File: src/rtl/ddr3_cmd_ctrl.sv
// ddr3_cmd_ctrl
//   Host-side DDR3 initiator. Turns single BL8 read/write requests into closed-page
//   ACT -> RD/WR -> PRE command sequences and inserts periodic auto-refresh.
//   Data path is an SDR abstraction: two beats per clk, four clks per BL8.
//
// Ports
//   clk, reset            clock, asynchronous active-high reset
//   req_valid/req_ready   request handshake (one outstanding request)
//   req_we                1 = write, 0 = read
//   req_addr              {ba, row, col}
//   req_wdata             BL8 write data, beat0 in LSBs
//   rd_valid/rd_data      one-cycle pulse with BL8 read data, beat0 in LSBs
//   ddr_rst_n             memory reset
//   ras_n/cas_n/we_n      command pins
//   ba, addr              bank and row/column address (A10=0 on RD/WR/PRE)
//   dq_out/dq_oe          write beats {odd,even} and drive enable
//   dq_in                 read beats {odd,even}
//   odt                   on-die termination
module ddr3_cmd_ctrl #(
    parameter int unsigned BA_W   = 3,
    parameter int unsigned ROW_W  = 14,
    parameter int unsigned COL_W  = 10,
    parameter int unsigned DQ_W   = 8,
    parameter int unsigned T_RST  = 200,
    parameter int unsigned T_RCD  = 5,
    parameter int unsigned T_RAS  = 15,
    parameter int unsigned T_RP   = 5,
    parameter int unsigned CL     = 5,
    parameter int unsigned CWL    = 5,
    parameter int unsigned T_WR   = 6,
    parameter int unsigned T_REFI = 780,
    parameter int unsigned T_RFC  = 44
) (
    input  logic                        clk,
    input  logic                        reset,
    input  logic                        req_valid,
    output logic                        req_ready,
    input  logic                        req_we,
    input  logic [BA_W+ROW_W+COL_W-1:0] req_addr,
    input  logic [8*DQ_W-1:0]           req_wdata,
    output logic                        rd_valid,
    output logic [8*DQ_W-1:0]           rd_data,
    output logic                        ddr_rst_n,
    output logic                        ras_n,
    output logic                        cas_n,
    output logic                        we_n,
    output logic [BA_W-1:0]             ba,
    output logic [ROW_W-1:0]            addr,
    output logic [2*DQ_W-1:0]           dq_out,
    output logic                        dq_oe,
    input  logic [2*DQ_W-1:0]           dq_in,
    output logic                        odt
);

    localparam int unsigned CNT_W = 16;
    localparam int unsigned REF_W = $clog2(T_REFI);

    // Sequence timing is expressed in "decision cycles": cnt value of the cycle whose
    // combinational result becomes visible on the pins one clk later. cnt is 0 in the
    // cycle after the accepting edge, so ACT is decided at 0 and visible at E+1.
    localparam int unsigned WR_PRE_I = T_RCD + CWL + 3 + T_WR + 1;
    localparam int unsigned RD_PRE_I = T_RCD + CL + 4;

    localparam logic [CNT_W-1:0] RST_END  = CNT_W'(T_RST);
    localparam logic [CNT_W-1:0] RCD_END  = CNT_W'(T_RCD);
    localparam logic [CNT_W-1:0] WR_BEAT0 = CNT_W'(T_RCD + CWL);
    localparam logic [CNT_W-1:0] WR_BEAT3 = CNT_W'(T_RCD + CWL + 3);
    localparam logic [CNT_W-1:0] RD_CAP0  = CNT_W'(T_RCD + CL + 1);
    localparam logic [CNT_W-1:0] RD_CAP3  = CNT_W'(T_RCD + CL + 4);
    localparam logic [CNT_W-1:0] WR_PRE   = CNT_W'((T_RAS > WR_PRE_I) ? T_RAS : WR_PRE_I);
    localparam logic [CNT_W-1:0] RD_PRE   = CNT_W'((T_RAS > RD_PRE_I) ? T_RAS : RD_PRE_I);
    localparam logic [CNT_W-1:0] RP_END   = CNT_W'(T_RP);
    localparam logic [CNT_W-1:0] RFC_END  = CNT_W'(T_RFC);
    localparam logic [REF_W-1:0] REFI_END = REF_W'(T_REFI - 1);

    localparam logic [2:0] CMD_NOP = 3'b111;
    localparam logic [2:0] CMD_ACT = 3'b011;
    localparam logic [2:0] CMD_RD  = 3'b101;
    localparam logic [2:0] CMD_WR  = 3'b100;
    localparam logic [2:0] CMD_PRE = 3'b010;
    localparam logic [2:0] CMD_REF = 3'b001;

    typedef enum logic [2:0] {
        StRstWait,
        StIdle,
        StAct,
        StTrcd,
        StData,
        StTrp,
        StTrfc
    } state_e;

    state_e                 state_q, state_d;
    logic [CNT_W-1:0]       cnt_q, cnt_d;
    logic [REF_W-1:0]       ref_cnt_q, ref_cnt_d;
    logic                   ref_pending_q, ref_pending_d;

    logic                   acc_we_q, acc_we_d;
    logic [BA_W-1:0]        acc_ba_q, acc_ba_d;
    logic [ROW_W-1:0]       acc_row_q, acc_row_d;
    logic [COL_W-1:0]       acc_col_q, acc_col_d;
    logic [8*DQ_W-1:0]      wdata_q, wdata_d;
    logic [8*DQ_W-1:0]      rd_buf_q, rd_buf_d;

    logic [2:0]             cmd_q, cmd_d;
    logic [BA_W-1:0]        ba_q, ba_d;
    logic [ROW_W-1:0]       addr_q, addr_d;
    logic [2*DQ_W-1:0]      dq_out_q, dq_out_d;
    logic                   dq_oe_q, dq_oe_d;
    logic                   odt_q, odt_d;
    logic                   rd_valid_q, rd_valid_d;
    logic [8*DQ_W-1:0]      rd_data_q, rd_data_d;

    logic [CNT_W-1:0]       pre_at;

    assign pre_at = acc_we_q ? WR_PRE : RD_PRE;

    always_comb begin
        state_d       = state_q;
        cnt_d         = cnt_q + CNT_W'(1);
        ref_cnt_d     = ref_cnt_q;
        ref_pending_d = ref_pending_q;
        acc_we_d      = acc_we_q;
        acc_ba_d      = acc_ba_q;
        acc_row_d     = acc_row_q;
        acc_col_d     = acc_col_q;
        wdata_d       = wdata_q;
        rd_buf_d      = rd_buf_q;
        cmd_d         = CMD_NOP;
        ba_d          = '0;
        addr_d        = '0;
        dq_out_d      = '0;
        dq_oe_d       = 1'b0;
        odt_d         = 1'b0;
        rd_valid_d    = 1'b0;
        rd_data_d     = rd_data_q;
        req_ready     = 1'b0;

        unique case (state_q)
            StRstWait: begin
                if (cnt_q == RST_END) begin
                    state_d = StIdle;
                end
            end
            StIdle: begin
                req_ready = !ref_pending_q;
                if (ref_pending_q) begin
                    cmd_d         = CMD_REF;
                    ref_pending_d = 1'b0;
                    state_d       = StTrfc;
                    cnt_d         = '0;
                end else if (req_valid) begin
                    acc_we_d  = req_we;
                    acc_ba_d  = req_addr[ROW_W+COL_W +: BA_W];
                    acc_row_d = req_addr[COL_W +: ROW_W];
                    acc_col_d = req_addr[COL_W-1:0];
                    wdata_d   = req_wdata;
                    state_d   = StAct;
                    cnt_d     = '0;
                end
            end
            StAct: begin
                cmd_d   = CMD_ACT;
                ba_d    = acc_ba_q;
                addr_d  = acc_row_q;
                state_d = StTrcd;
            end
            StTrcd: begin
                if (cnt_q == RCD_END) begin
                    cmd_d   = acc_we_q ? CMD_WR : CMD_RD;
                    ba_d    = acc_ba_q;
                    addr_d  = {{(ROW_W-COL_W){1'b0}}, acc_col_q};
                    state_d = StData;
                end
            end
            StData: begin
                if (acc_we_q && cnt_q >= WR_BEAT0 && cnt_q <= WR_BEAT3) begin
                    // Write data drains from the low end, one beat pair per clk.
                    dq_out_d = wdata_q[2*DQ_W-1:0];
                    wdata_d  = {{(2*DQ_W){1'b0}}, wdata_q[8*DQ_W-1:2*DQ_W]};
                    dq_oe_d  = 1'b1;
                    odt_d    = 1'b1;
                end
                if (!acc_we_q && cnt_q >= RD_CAP0 && cnt_q <= RD_CAP3) begin
                    // Shift in from the top so beat0 lands in the LSBs after four captures.
                    rd_buf_d = {dq_in, rd_buf_q[8*DQ_W-1:2*DQ_W]};
                    if (cnt_q == RD_CAP3) begin
                        rd_data_d  = rd_buf_d;
                        rd_valid_d = 1'b1;
                    end
                end
                if (cnt_q == pre_at) begin
                    cmd_d   = CMD_PRE;
                    ba_d    = acc_ba_q;
                    state_d = StTrp;
                    cnt_d   = '0;
                end
            end
            StTrp: begin
                if (cnt_q == RP_END) begin
                    state_d = StIdle;
                end
            end
            StTrfc: begin
                if (cnt_q == RFC_END) begin
                    state_d = StIdle;
                end
            end
            default: begin
                state_d = StRstWait;
            end
        endcase

        // Free-running refresh interval; a fresh expiry wins over a same-cycle clear.
        if (state_q != StRstWait) begin
            if (ref_cnt_q == REFI_END) begin
                ref_cnt_d     = '0;
                ref_pending_d = 1'b1;
            end else begin
                ref_cnt_d = ref_cnt_q + REF_W'(1);
            end
        end
    end

    always_ff @(posedge clk or posedge reset) begin
        if (reset) begin
            state_q       <= StRstWait;
            cnt_q         <= '0;
            ref_cnt_q     <= '0;
            ref_pending_q <= 1'b0;
            acc_we_q      <= 1'b0;
            acc_ba_q      <= '0;
            acc_row_q     <= '0;
            acc_col_q     <= '0;
            wdata_q       <= '0;
            rd_buf_q      <= '0;
            cmd_q         <= CMD_NOP;
            ba_q          <= '0;
            addr_q        <= '0;
            dq_out_q      <= '0;
            dq_oe_q       <= 1'b0;
            odt_q         <= 1'b0;
            rd_valid_q    <= 1'b0;
            rd_data_q     <= '0;
        end else begin
            state_q       <= state_d;
            cnt_q         <= cnt_d;
            ref_cnt_q     <= ref_cnt_d;
            ref_pending_q <= ref_pending_d;
            acc_we_q      <= acc_we_d;
            acc_ba_q      <= acc_ba_d;
            acc_row_q     <= acc_row_d;
            acc_col_q     <= acc_col_d;
            wdata_q       <= wdata_d;
            rd_buf_q      <= rd_buf_d;
            cmd_q         <= cmd_d;
            ba_q          <= ba_d;
            addr_q        <= addr_d;
            dq_out_q      <= dq_out_d;
            dq_oe_q       <= dq_oe_d;
            odt_q         <= odt_d;
            rd_valid_q    <= rd_valid_d;
            rd_data_q     <= rd_data_d;
        end
    end

    assign {ras_n, cas_n, we_n} = cmd_q;
    assign ba        = ba_q;
    assign addr      = addr_q;
    assign dq_out    = dq_out_q;
    assign dq_oe     = dq_oe_q;
    assign odt       = odt_q;
    assign rd_valid  = rd_valid_q;
    assign rd_data   = rd_data_q;
    assign ddr_rst_n = (state_q != StRstWait);

endmodule

File: config.mk
export PLATFORM = sky130hd
export DESIGN_NAME = ddr3_cmd_ctrl
export DESIGN_NICKNAME = d
export VERILOG_FILES = /design/src/rtl/ddr3_cmd_ctrl.sv
export SDC_FILE = /design/constraint.sdc
export NUM_CORES = 1
export LEC_CHECK = 0
export ABC_CLOCK_PERIOD_IN_PS = 13250
export CORE_ASPECT_RATIO = 2
export CORE_MARGIN = 2
export CORE_UTILIZATION = 52
export DETAILED_ROUTE_END_ITERATION = 10
export PLACE_DENSITY = 0.8
export SLEW_MARGIN = 30
export SYNTH_ARGS = -nofsm -noshare
export SYNTH_HDL_FRONTEND = slang
export SYNTH_SLANG_ARGS = --single-unit
File: constraint.sdc
create_clock -name clk -period 13.25 [get_ports clk]
set_clock_uncertainty 0.05 [all_clocks]
set_input_delay 2.65 -clock clk [delete_from_list [all_inputs] [get_ports clk]]
set_output_delay 2.65 -clock clk [all_outputs]
set_load 0.01 [all_outputs]
==> metrics.csv, run 1 <==
metric;value;unit
first-pass GRT wire length;37910;microns
DR vias;7039;
maximum vdd drop;165.4;uV
Mapped Nets;922;
postcts setup bufs;0;
RSZ-0062 raised after global routing;no;
dpl hpwl;16190;microns
Worst path max stage delay;720;ps
Final Power;2.444;mW
crit-path max FO;24;
Final GP Congestion;0.8165;
fin nets;1129;
layout cells sized above 1;30.00;%
Final setup viols;0;
Cell variety after synth;52;
vias per inst;5.390;
CTS tree;done;
reg-to-reg endpoint;wdata_q[62]$_DFFE_PP0P_;
ys async rst share;100.0;%
cell area power density;166.5;nW/um^2
Hold Buf Count CTS;0;
Pre-antenna DRT Iters;4;
row count;76;
clk_lat worst skew;520;ps
CP max stage cell;nor3_1;
drt total wl;23650;microns
CP top delay family;buffers and inverters;
Finished Layout Cells;1306;
Seq cells post-synth;272;
Hold Crit Class;flip-flop to flip-flop;
initial drt markers;283;
TNS Setup;0;ps
starting density of the core;52.92;%
gr ovfl total;0;
DIE HEIGHT;213.6;microns
core box area;21590;sq um
Worst-Margin Slew;859.6;ps
critical path type;flip-flop to output port;
PortBufs;215;
Die ar.;23240;sq um
# IOs;216;
DRC viols;0;
largest net degree at the start of global routing;113;
register-to-register setup slack;9680;ps
worst path cell trace;nor3_1, inv_1, clkdlybuf4s50_1;
ys flop type;dfrtp_1;
synthesized area per cell;14.19;sq um
status;finished clean;
max_cap viols;0;
CTS clk-pin slew, worst paths;70;ps
Seq/Total Area, Yosys;59.62;%
cts repair resizes;0;
CTS Buffer Depth;3;
vias in the first global route;7328;
Mapped Area;11420;sq um
cell count after placement;1259;
Area Overhead vs Synth;28.49;%
max-slew violations;0;
Area contributors post-synth;dfrtp_1 (59%), mux2_2 (22%), mux2_4 (2.6%), nor2b_1 (1.6%), xnor2_1 (1.3%);
Post-synth EDFFs;0;
leakage power;6.173;nW
die width;108.8;microns
routed length per placed instance;18.11;microns
Total GRT Usage;20.88;%
total CTS buffers;24;
area leader, netlist;dfrtp_1;
fin util;67.99;%
crit path to;ddr_rst_n;
Synth top area share;58.93;%
crit start category;flip-flop;
worst r2r src;state_q[0]$_DFFE_PP0P_;
antenna violations before repair;3;
warnings from Yosys;0;
post-detailed-route count of antenna-violating nets;0;
CTS root buffer;clkbuf_16;
Buffers & Inverters on Critical Path;2;
crit share post-route;41.22;%
CP Data Required Time;10550;ps
Slew headroom;42.70;%
H-tree depth;1;
final hold vios;0;
fill count;1550;
top cells by count, synth;dfrtp_1 (269), mux2_2 (228), nor2b_1 (29), a21oi_1 (27), nor2_1 (27);
most frequent cell after synthesis;dfrtp_1;
critical path capture point type;output port;
Fmax;0.1831;GHz
CP Data Arrival Time;2760;ps
critical path depth;3;
clock tree sinks;272;
Critical path origin;state_q[0]$_DFFE_PP0P_;
cells after synthesis;805;
post-layout min period;5462;ps
worst reg-to-reg path cell count;6;
-- final cells by class --
class                      instances  area [sq um]  area share, %
sequential                       272          6810          46.40
clock inverter                     9         156.4          1.066
inverter                           9         41.29         0.2813
clock buffer                      35         703.2          4.791
multi-input combinational        482          4397          29.96
antenna                            3         7.507        0.05115
timing repair buffer             223          2220          15.12
tap                              273         341.6          2.327
-- worst register-to-register path: cells and delay by family, from the launching register on --
kind,cells,cell delay [ps]
buf+inv,2,1310
flops,1,700
simple gates,2,680
mux,1,480
compound gates,1,240
-- power by group --
| part | internal (mW) | switching [mW] | leakage [nW] | total [mW] |
|---|---|---|---|---|
| Clock | 0.449 | 0.299 | 0.423 | 0.747 |
| Sequential | 1.04 | 0.136 | 3.29 | 1.17 |
| Combinational | 0.312 | 0.210 | 2.46 | 0.522 |
| Total | 1.80 | 0.644 | 6.17 | 2.44 |
-- through the flow --
step / area (sq um) / setup WS, ps / hold slack [ps]
3_3_place_gp: 13800 / 7455 / 407.8
3_5_place_dp: 13800 / 7400 / 412.4
4_1_cts: 14660 / 7763 / 427.8
5_1_grt: 14670 / 7568 / 452.4
2_1_floorplan: 11420 / 3060 / 395.5
6_report: 14680 / 7788 / 423.1
-- sequential cells by signal (all words and copies together), names as in the netlist, 3 cells and up --
| signal | cells |
|---|---|
| wdata_q | 64 |
| acc_row_q | 14 |
| cnt_q | 16 |
| acc_col_q | 10 |
| dq_out | 16 |
| acc_ba_q | 3 |
| addr | 14 |
| rd_data | 64 |
| ba | 3 |
| rd_buf_q | 48 |
| ref_cnt_q | 10 |
| cmd_q | 3 |
| state_q | 3 |
-- worst min path at each step --
stage,startpoint,endpoint,slack (ps),depth (start not counted)
5_1_grt,acc_row_q[12]$_DFFE_PP0P_,addr[12]$_DFF_PP0_,450,1
4_1_cts,wdata_q[11]$_DFFE_PP0P_,dq_out[11]$_DFF_PP0_,430,1
6_report,wdata_q[7]$_DFFE_PP0P_,dq_out[7]$_DFF_PP0_,420,1
3_5_place_dp,wdata_q[11]$_DFFE_PP0P_,dq_out[11]$_DFF_PP0_,410,1
2_1_floorplan,wdata_q[7]$_DFFE_PP0P_,dq_out[7]$_DFF_PP0_,400,1
3_3_place_gp,acc_row_q[13]$_DFFE_PP0P_,addr[13]$_DFF_PP0_,410,1
-- placed cells by master (no fill, tap or decap), drive strengths merged, types with 9 or more instances in the layout --
| master | Yosys | final |
|---|---|---|
| and2 | 20 | 20 |
| nor2b | 29 | 29 |
| nand2 | 17 | 17 |
| clkdlybuf4s50 | 0 | 215 |
| nor3 | 9 | 9 |
| inv | 9 | 9 |
| o21ai | 9 | 9 |
| mux2 | 252 | 252 |
| dfrtp | 269 | 269 |
| xnor2 | 17 | 17 |
| nand3 | 13 | 13 |
| a21oi | 27 | 27 |
| clkbuf | 19 | 35 |
| nor2 | 27 | 27 |
-- metal layers --
layer	track usage [%]	routed length [microns]	share of wire (%)	vias up
li1	-	-	-	3248
met1	24.53	8841	37	3565
met2	37.59	12870	54	195
met3	3.982	1320	5.6	29
met4	7.471	610	2.6	2
met5	0	11	0.047	-
-- logic make-up after synthesis --
family,share of synthesized area [%]
and+or+nand+nor,7.821
DFF,59.62
buffers and inverters,2.081
xor gates and xnor gates,1.534
AOI/OAI and AO/OA,2.695
muxes,25.59
adders and majority gates,0.6572
(Power assumes the default switching activity.)
==> run 2: changes to the inputs <==
ABC_CLOCK_PERIOD_IN_PS = 4800   (was 13250)
CORE_UTILIZATION = 47   (was 52)
PLACE_DENSITY = 0.76   (was 0.8)
clock period = 4.8 ns   (was 13.25 ns; I/O delays follow)
==> run 2 against run 1 <==
Against the previous run: non-clock buffer count rose by 4; critical path type unchanged; register-to-register slack got worse by 8000 ps; setup slack got worse by 6500 ps; utilization fell by 6.2 points; total power rose to 2.7 times the previous value; hold slack got worse by 7.6 ps; cell count rose by 1.5%.
==> metrics.csv, run 2 (same netlist as run 1, synthesis figures left out) <==
metric;value;unit;change
layout cells sized above 1;30.49;%;was 30.00%
Area Overhead vs Synth;28.81;%;was 28.49%
status;finished clean;;unchanged
most frequent cells in the layout;dfrtp_1 (269), mux2_2 (228), clkdlybuf4s50_1 (215);;unchanged
met2 routed WL;13360;microns;was 12,870 microns
worst path cell trace;buf_4, nor4b_1, clkdlybuf4s50_1;;was nor3_1, inv_1, clkdlybuf4s50_1
dpl hpwl;17160;microns;was 16,190 microns
combinational power share;22.1;%;was 21.4%
crit share post-route;72.24;%;
Buffers & Inverters on Critical Path;2;;unchanged
largest net degree at the start of global routing;115;;was 113
routed length per placed instance;18.47;microns;was 18.11 microns
crit-path max FO;14;;was 24
Pre-antenna DRT Iters;4;;unchanged
DRC viols;0;;unchanged
row count;80;;was 76
first-pass GRT wire length;39520;microns;was 37,910 microns
Hold Buf Count CTS;0;;unchanged
clk_lat worst skew;520;ps;about the same
CP Data Required Time;3790;ps;was 10,550 ps
Worst-Margin Slew;843.5;ps;was 859.6 ps
core box area;23820;sq um;was 21,590 sq um
sw frac;27.01;%;was 26.36%
vias per inst;5.307;;was 5.390
DIE HEIGHT;224.5;microns;was 213.6 microns
critical path capture point type;output port;;unchanged
gr ovfl total;0;;unchanged
critical path type;flip-flop to output port;;unchanged
TNS Setup;0;ps;unchanged
CP top delay family;buffers and inverters;;unchanged
worst hold slack;415.6;ps;was 423.1 ps
cell area power density;452.9;nW/um^2;was 166.5 nW/um^2
CP max stage cell;clkdlybuf4s50_1;;was nor3_1
CTS root buffer;clkbuf_16;;unchanged
vias in the first global route;7470;;was 7,328
CTS clk-pin slew, worst paths;70;ps;about the same
CTS Buffer Depth;3;;unchanged
Fmax;0.2884;GHz;
Int Power;4.864;mW;was 1.800 mW
Total GRT Usage;19.48;%;was 20.88%
max-slew violations;0;;unchanged
H-tree depth;1;;unchanged
top layer in use;met4;;was met5
# IOs;216;;unchanged
Slew headroom;43.76;%;was 42.70%
DR vias;7032;;was 7,039
Die ar.;25640;sq um;was 23,240 sq um
maximum vdd drop;334.6;uV;was 165.4 uV
initial drt markers;309;;was 283
Final setup viols;0;;unchanged
metal3 WL;1256;microns;was 1320 microns
die width;114.2;microns;was 108.8 microns
PortBufs;215;;unchanged
fin nets;1133;;was 1,129
max_cap viols;0;;unchanged
sw power;1.800;mW;was 0.6441 mW
Final GP Congestion;0.7806;;was 0.8165
postcts setup bufs;0;;unchanged
DRT met1 WL;9049;microns;was 8841 microns
post-detailed-route count of antenna-violating nets;0;;unchanged
RSZ-0062 raised after global routing;no;;unchanged
Hold Crit Class;flip-flop to flip-flop;;unchanged
Worst path max stage delay;670;ps;was 720 ps
Sequential Power Share;48.4;%;was 48.1%
antenna violations before repair;4;;was 3
cts repair resizes;0;;unchanged
clock network power share;29.5;%;was 30.6%
most common cell after layout, fill and taps aside;dfrtp_1;;unchanged
total CTS buffers;24;;unchanged
crit start category;flip-flop;;unchanged
leakage power;6.174;nW;was 6.173 nW
clock tree sinks;272;;unchanged
post-layout min period;3468;ps;
CTS tree;done;;unchanged
final hold vios;0;;unchanged
drt total wl;24470;microns;was 23,650 microns
CP Data Arrival Time;2460;ps;was 2760 ps
starting density of the core;47.95;%;was 52.92%
run 2: cell types whose count changed in the layout (fill, tap and decap cells not counted):
cell / before / now
buf_4: 6 / 8
buf_6: 2 / 1
buf_12: 0 / 3
bufinv_16: 4 / 2
clkinvlp_4: 0 / 3
diode_2: 3 / 5
clkinv_8: 1 / 0
nor3_1: 8 / 7
inv_8: 1 / 0
nor3_2: 0 / 1
clkbuf_1: 6 / 4
clkinv_4: 0 / 2
run 2: worst reg2reg max path, cell delays in order, from the launching register on:
cell,delay [ps]
dfrtp_1,540
nor3b_2,260
buf_4,660
nand2_1,210
or4_4,870
mux2_4,450
run 2: power by group through the flow:
| stage | logic, mW | clock network (mW) | registers (mW) |
|---|---|---|---|
| after floorplan | 0.981 | 0 | 3.17 |
| after global placement | 1.44 | 0 | 3.24 |
| after detailed placement | 1.49 | 0 | 3.26 |
| after CTS | 1.50 | 2.03 | 3.23 |
| after global routing | 1.61 | 2.11 | 3.30 |
| final | 1.47 | 1.97 | 3.22 |
run 2: path summary, 6_finish.rpt:
check,startpoint,slack (ps),cells after the start,end
min,wdata_q[3]$_DFFE_PP0P_,420,1,dq_out[3]$_DFF_PP0_
max reg2reg,state_q[2]$_DFFE_PP0P_,1650,5,rd_buf_q[32]$_DFFE_PP0P_
min reg2reg,wdata_q[3]$_DFFE_PP0P_,420,1,dq_out[3]$_DFF_PP0_
max in group asynchronous,reset,2780,3,rd_buf_q[42]$_DFFE_PP0P_
min in group asynchronous,reset,880,2,ref_cnt_q[4]$_DFFE_PP0N_
max,state_q[0]$_DFFE_PP0P_,1330,3,req_ready
run 2: metrics by stage:
step                      util [%]  instances  total power, mW  instance area, sq um  setup slack (ps)
final                        61.76       1325            6.664                 14710              1332
after global routing         61.74       1323            7.030                 14710              1267
after CTS                    61.66       1319            6.747                 14690              1315
after detailed placement     58.27       1276            4.745                 13880              1551
after global placement       58.24       1276            4.677                 13870              1617
after floorplan                  -        805            4.153                 11430             197.0
run 2: area by class of cell:
cell class	instances	area [sq um]
fillers	1891	9110
flip-flops and latches	272	6810
multi-input cells	482	4402
repair buffers	227	2283
clock buffers	33	695.7
well taps	287	359.1
clock inverters	10	112.6
inverters	9	37.54
diodes	5	12.51
run 2: layer usage:
metal  GRT usage, %  vias up
li1               -     3258
met1          22.05     3533
met2          35.45      203
met3          3.530       38
met4          8.261        0
met5              0        -
==> run 3: changes to the inputs <==
ABC_CLOCK_PERIOD_IN_PS = 2860   (was 4800)
clock period = 2.86 ns   (was 4.8 ns; I/O delays follow)
==> run 3 against run 2 <==
Against the previous run: setup slack worse by 1200 ps; total power up 73%; non-clock buffer count up 15; first-iteration DRC count up 9.1%; sequential share of layout area down 0.83 points; wire length up 2.5%; critical path depth unchanged; sequential power up 68%; hold slack worse by 87 ps; cell count up 0.98%.
==> metrics.csv, run 3 (same netlist as run 1, synthesis figures left out) <==
metric;value;unit;change
CTS root buffer;clkbuf_16;;unchanged
DRC viols;0;;unchanged
most frequent cells in the layout;dfrtp_1 (269), mux2_2 (228), clkdlybuf4s50_1 (215);;unchanged
core box area;23820;sq um;unchanged
routed length per placed instance;18.74;microns;was 18.47 microns
reg-to-reg endpoint;rd_data[38]$_DFFE_PP0P_;;was rd_buf_q[32]$_DFFE_PP0P_
largest net degree at the start of global routing;78;;was 115
vias in the first global route;7586;;was 7,470
starting density of the core;47.95;%;unchanged
PortBufs;215;;unchanged
crit share post-route;95.96;%;
Slew headroom;59.78;%;was 43.76%
fin nets;1149;;was 1,133
gr ovfl total;0;;unchanged
row count;80;;unchanged
# IOs;216;;unchanged
Hold Crit Class;input pin to asynchronous set/reset pin;;was flip-flop to flip-flop
postcts setup bufs;0;;unchanged
status;finished clean;;unchanged
total CTS buffers;25;;was 24
post-layout min period;2745;ps;
most common cell after layout, fill and taps aside;dfrtp_1;;unchanged
fin util;62.89;%;was 61.76%
Sequential Power Share;46.8;%;was 48.4%
fill count;1852;;was 1,891
final hold vios;0;;unchanged
Total GRT Usage;19.96;%;was 19.48%
RSZ-0062 raised after global routing;no;;unchanged
Final setup viols;0;;unchanged
CP Data Arrival Time;2120;ps;was 2460 ps
crit-path max FO;12;;was 14
crit path to;req_ready;;unchanged
clk_lat worst skew;530;ps;was 520 ps
drt total wl;25070;microns;was 24,470 microns
antenna violations before repair;3;;was 4
cell count after placement;1292;;was 1,276
critical path capture point type;output port;;unchanged
CTS Buffer Depth;3;;unchanged
H-tree depth;1;;unchanged
vias per inst;5.338;;was 5.307
Worst-Margin Slew;603.4;ps;was 843.5 ps
initial drt markers;337;;was 309
Fmax;0.3644;GHz;
Final GP Congestion;0.8230;;was 0.7806
post-detailed-route count of antenna-violating nets;0;;unchanged
Int Power;8.510;mW;was 4.864 mW
Pre-antenna DRT Iters;4;;unchanged
Hold Buf Count CTS;0;;unchanged
Finished Layout Cells;1338;;was 1,325
worst reg-to-reg path cell count;5;;unchanged
CTS clk-pin slew, worst paths;60;ps;was 70 ps
layout cells sized above 1;31.87;%;was 30.49%
max_cap viols;0;;unchanged
Die ar.;25640;sq um;unchanged
first-pass GRT wire length;40240;microns;was 39,520 microns
leakage power;6.322;nW;was 6.174 nW
sw frac;26.39;%;was 27.01%
dpl hpwl;17830;microns;was 17,160 microns
CTS tree;done;;unchanged
worst r2r src;state_q[2]$_DFFE_PP0P_;;unchanged
die width;114.2;microns;unchanged
cell area power density;771.7;nW/um^2;was 452.9 nW/um^2
DIE HEIGHT;224.5;microns;unchanged
crit start category;flip-flop;;unchanged
Area Overhead vs Synth;31.18;%;was 28.81%
register-to-register setup slack;240;ps;was 1650 ps
clock network power share;31.2;%;was 29.5%
Critical path origin;state_q[1]$_DFFE_PP0P_;;was state_q[0]$_DFFE_PP0P_
maximum vdd drop;639.2;uV;was 334.6 uV
CP Data Required Time;2240;ps;was 3790 ps
DR vias;7142;;was 7,032
critical path type;flip-flop to output port;;unchanged
max-slew violations;0;;unchanged
sw power;3.051;mW;was 1.800 mW
clock tree sinks;272;;unchanged
combinational power share;22.0;%;was 22.1%
-- run 3: cell count changes in the layout (fill, tap and decap cells not counted), moves of 2 or more --
cell       previous run  this run
bufinv_16             2         4
clkbuf_8              4         9
clkinv_4              2         0
clkinv_2              4         2
buf_4                 8        18
clkbuf_1              4         1
diode_2               5         3
buf_12                3         9
-- run 3: timing repair --
action,4_1_cts,5_1_grt
endpoints found under the hold margin,0,0
gates resized for setup,2,0
endpoints found under the setup margin,2,0
-- run 3: layer usage --
| layer | GRT usage, % | vias to the layer above | part of all wire [%] |
|---|---|---|---|
| met5 | 0 | - | 0 |
| met4 | 7.278 | 0 | 3.1 |
| met3 | 3.746 | 37 | 5.3 |
| met2 | 37.31 | 203 | 56 |
| met1 | 22.12 | 3614 | 36 |
| li1 | - | 3288 | - |
-- run 3: worst min-delay path by stage --
stage	cells past startpoint	end
after floorplan	1	dq_out[7]$_DFF_PP0_
after global placement	1	dq_out[5]$_DFF_PP0_
after detailed placement	1	dq_out[15]$_DFF_PP0_
after CTS	2	rd_buf_q[62]$_DFFE_PP0P_
after global routing	2	rd_buf_q[62]$_DFFE_PP0P_
final	2	rd_buf_q[62]$_DFFE_PP0P_
-- run 3: area by class of cell --
class	count	area [sq um]	area share, %
Timing Repair Buffer	242	2467	16.47
Tap cell	287	359.1	2.397
Clock inverter	8	146.4	0.9770
Sequential cell	272	6810	45.45
Clock buffer	35	753.2	5.027
Inverter	9	37.54	0.2505
Antenna cell	3	7.507	0.05010
Multi-Input combinational cell	482	4402	29.38
-- run 3: power by group through the flow --
stage          clock network, mW  registers [mW]  logic, mW
6_report                    3.61            5.41       2.55
2_1_floorplan                  0            5.32       1.65
3_3_place_gp                   0            5.42       2.49
4_1_cts                     3.72            5.40       2.59
3_5_place_dp                   0            5.45       2.58
5_1_grt                     3.85            5.53       2.81
-- run 3: worst max-delay path: stages, from the launching register on --
cell and delay, ps:
dfrtp_1 520, nor4b_2 370, buf_4 170, clkdlybuf4s50_1 520
-- run 3: metrics by stage --
stage / TNS [ps] / instance area, sq um / total power [mW] / hold WS [ps] / setup WS, ps
after global routing: 0 / 14980 / 12.19 / 358.9 / 15.97
after floorplan: -365690 / 11430 / 6.971 / 395.5 / -1355
after CTS: 0 / 14980 / 11.72 / 315.7 / 62.64
after global placement: 0 / 14060 / 7.915 / 407.0 / 345.6
final: 0 / 14980 / 11.56 / 328.8 / 115.5
after detailed placement: 0 / 14060 / 8.034 / 414.3 / 297.6
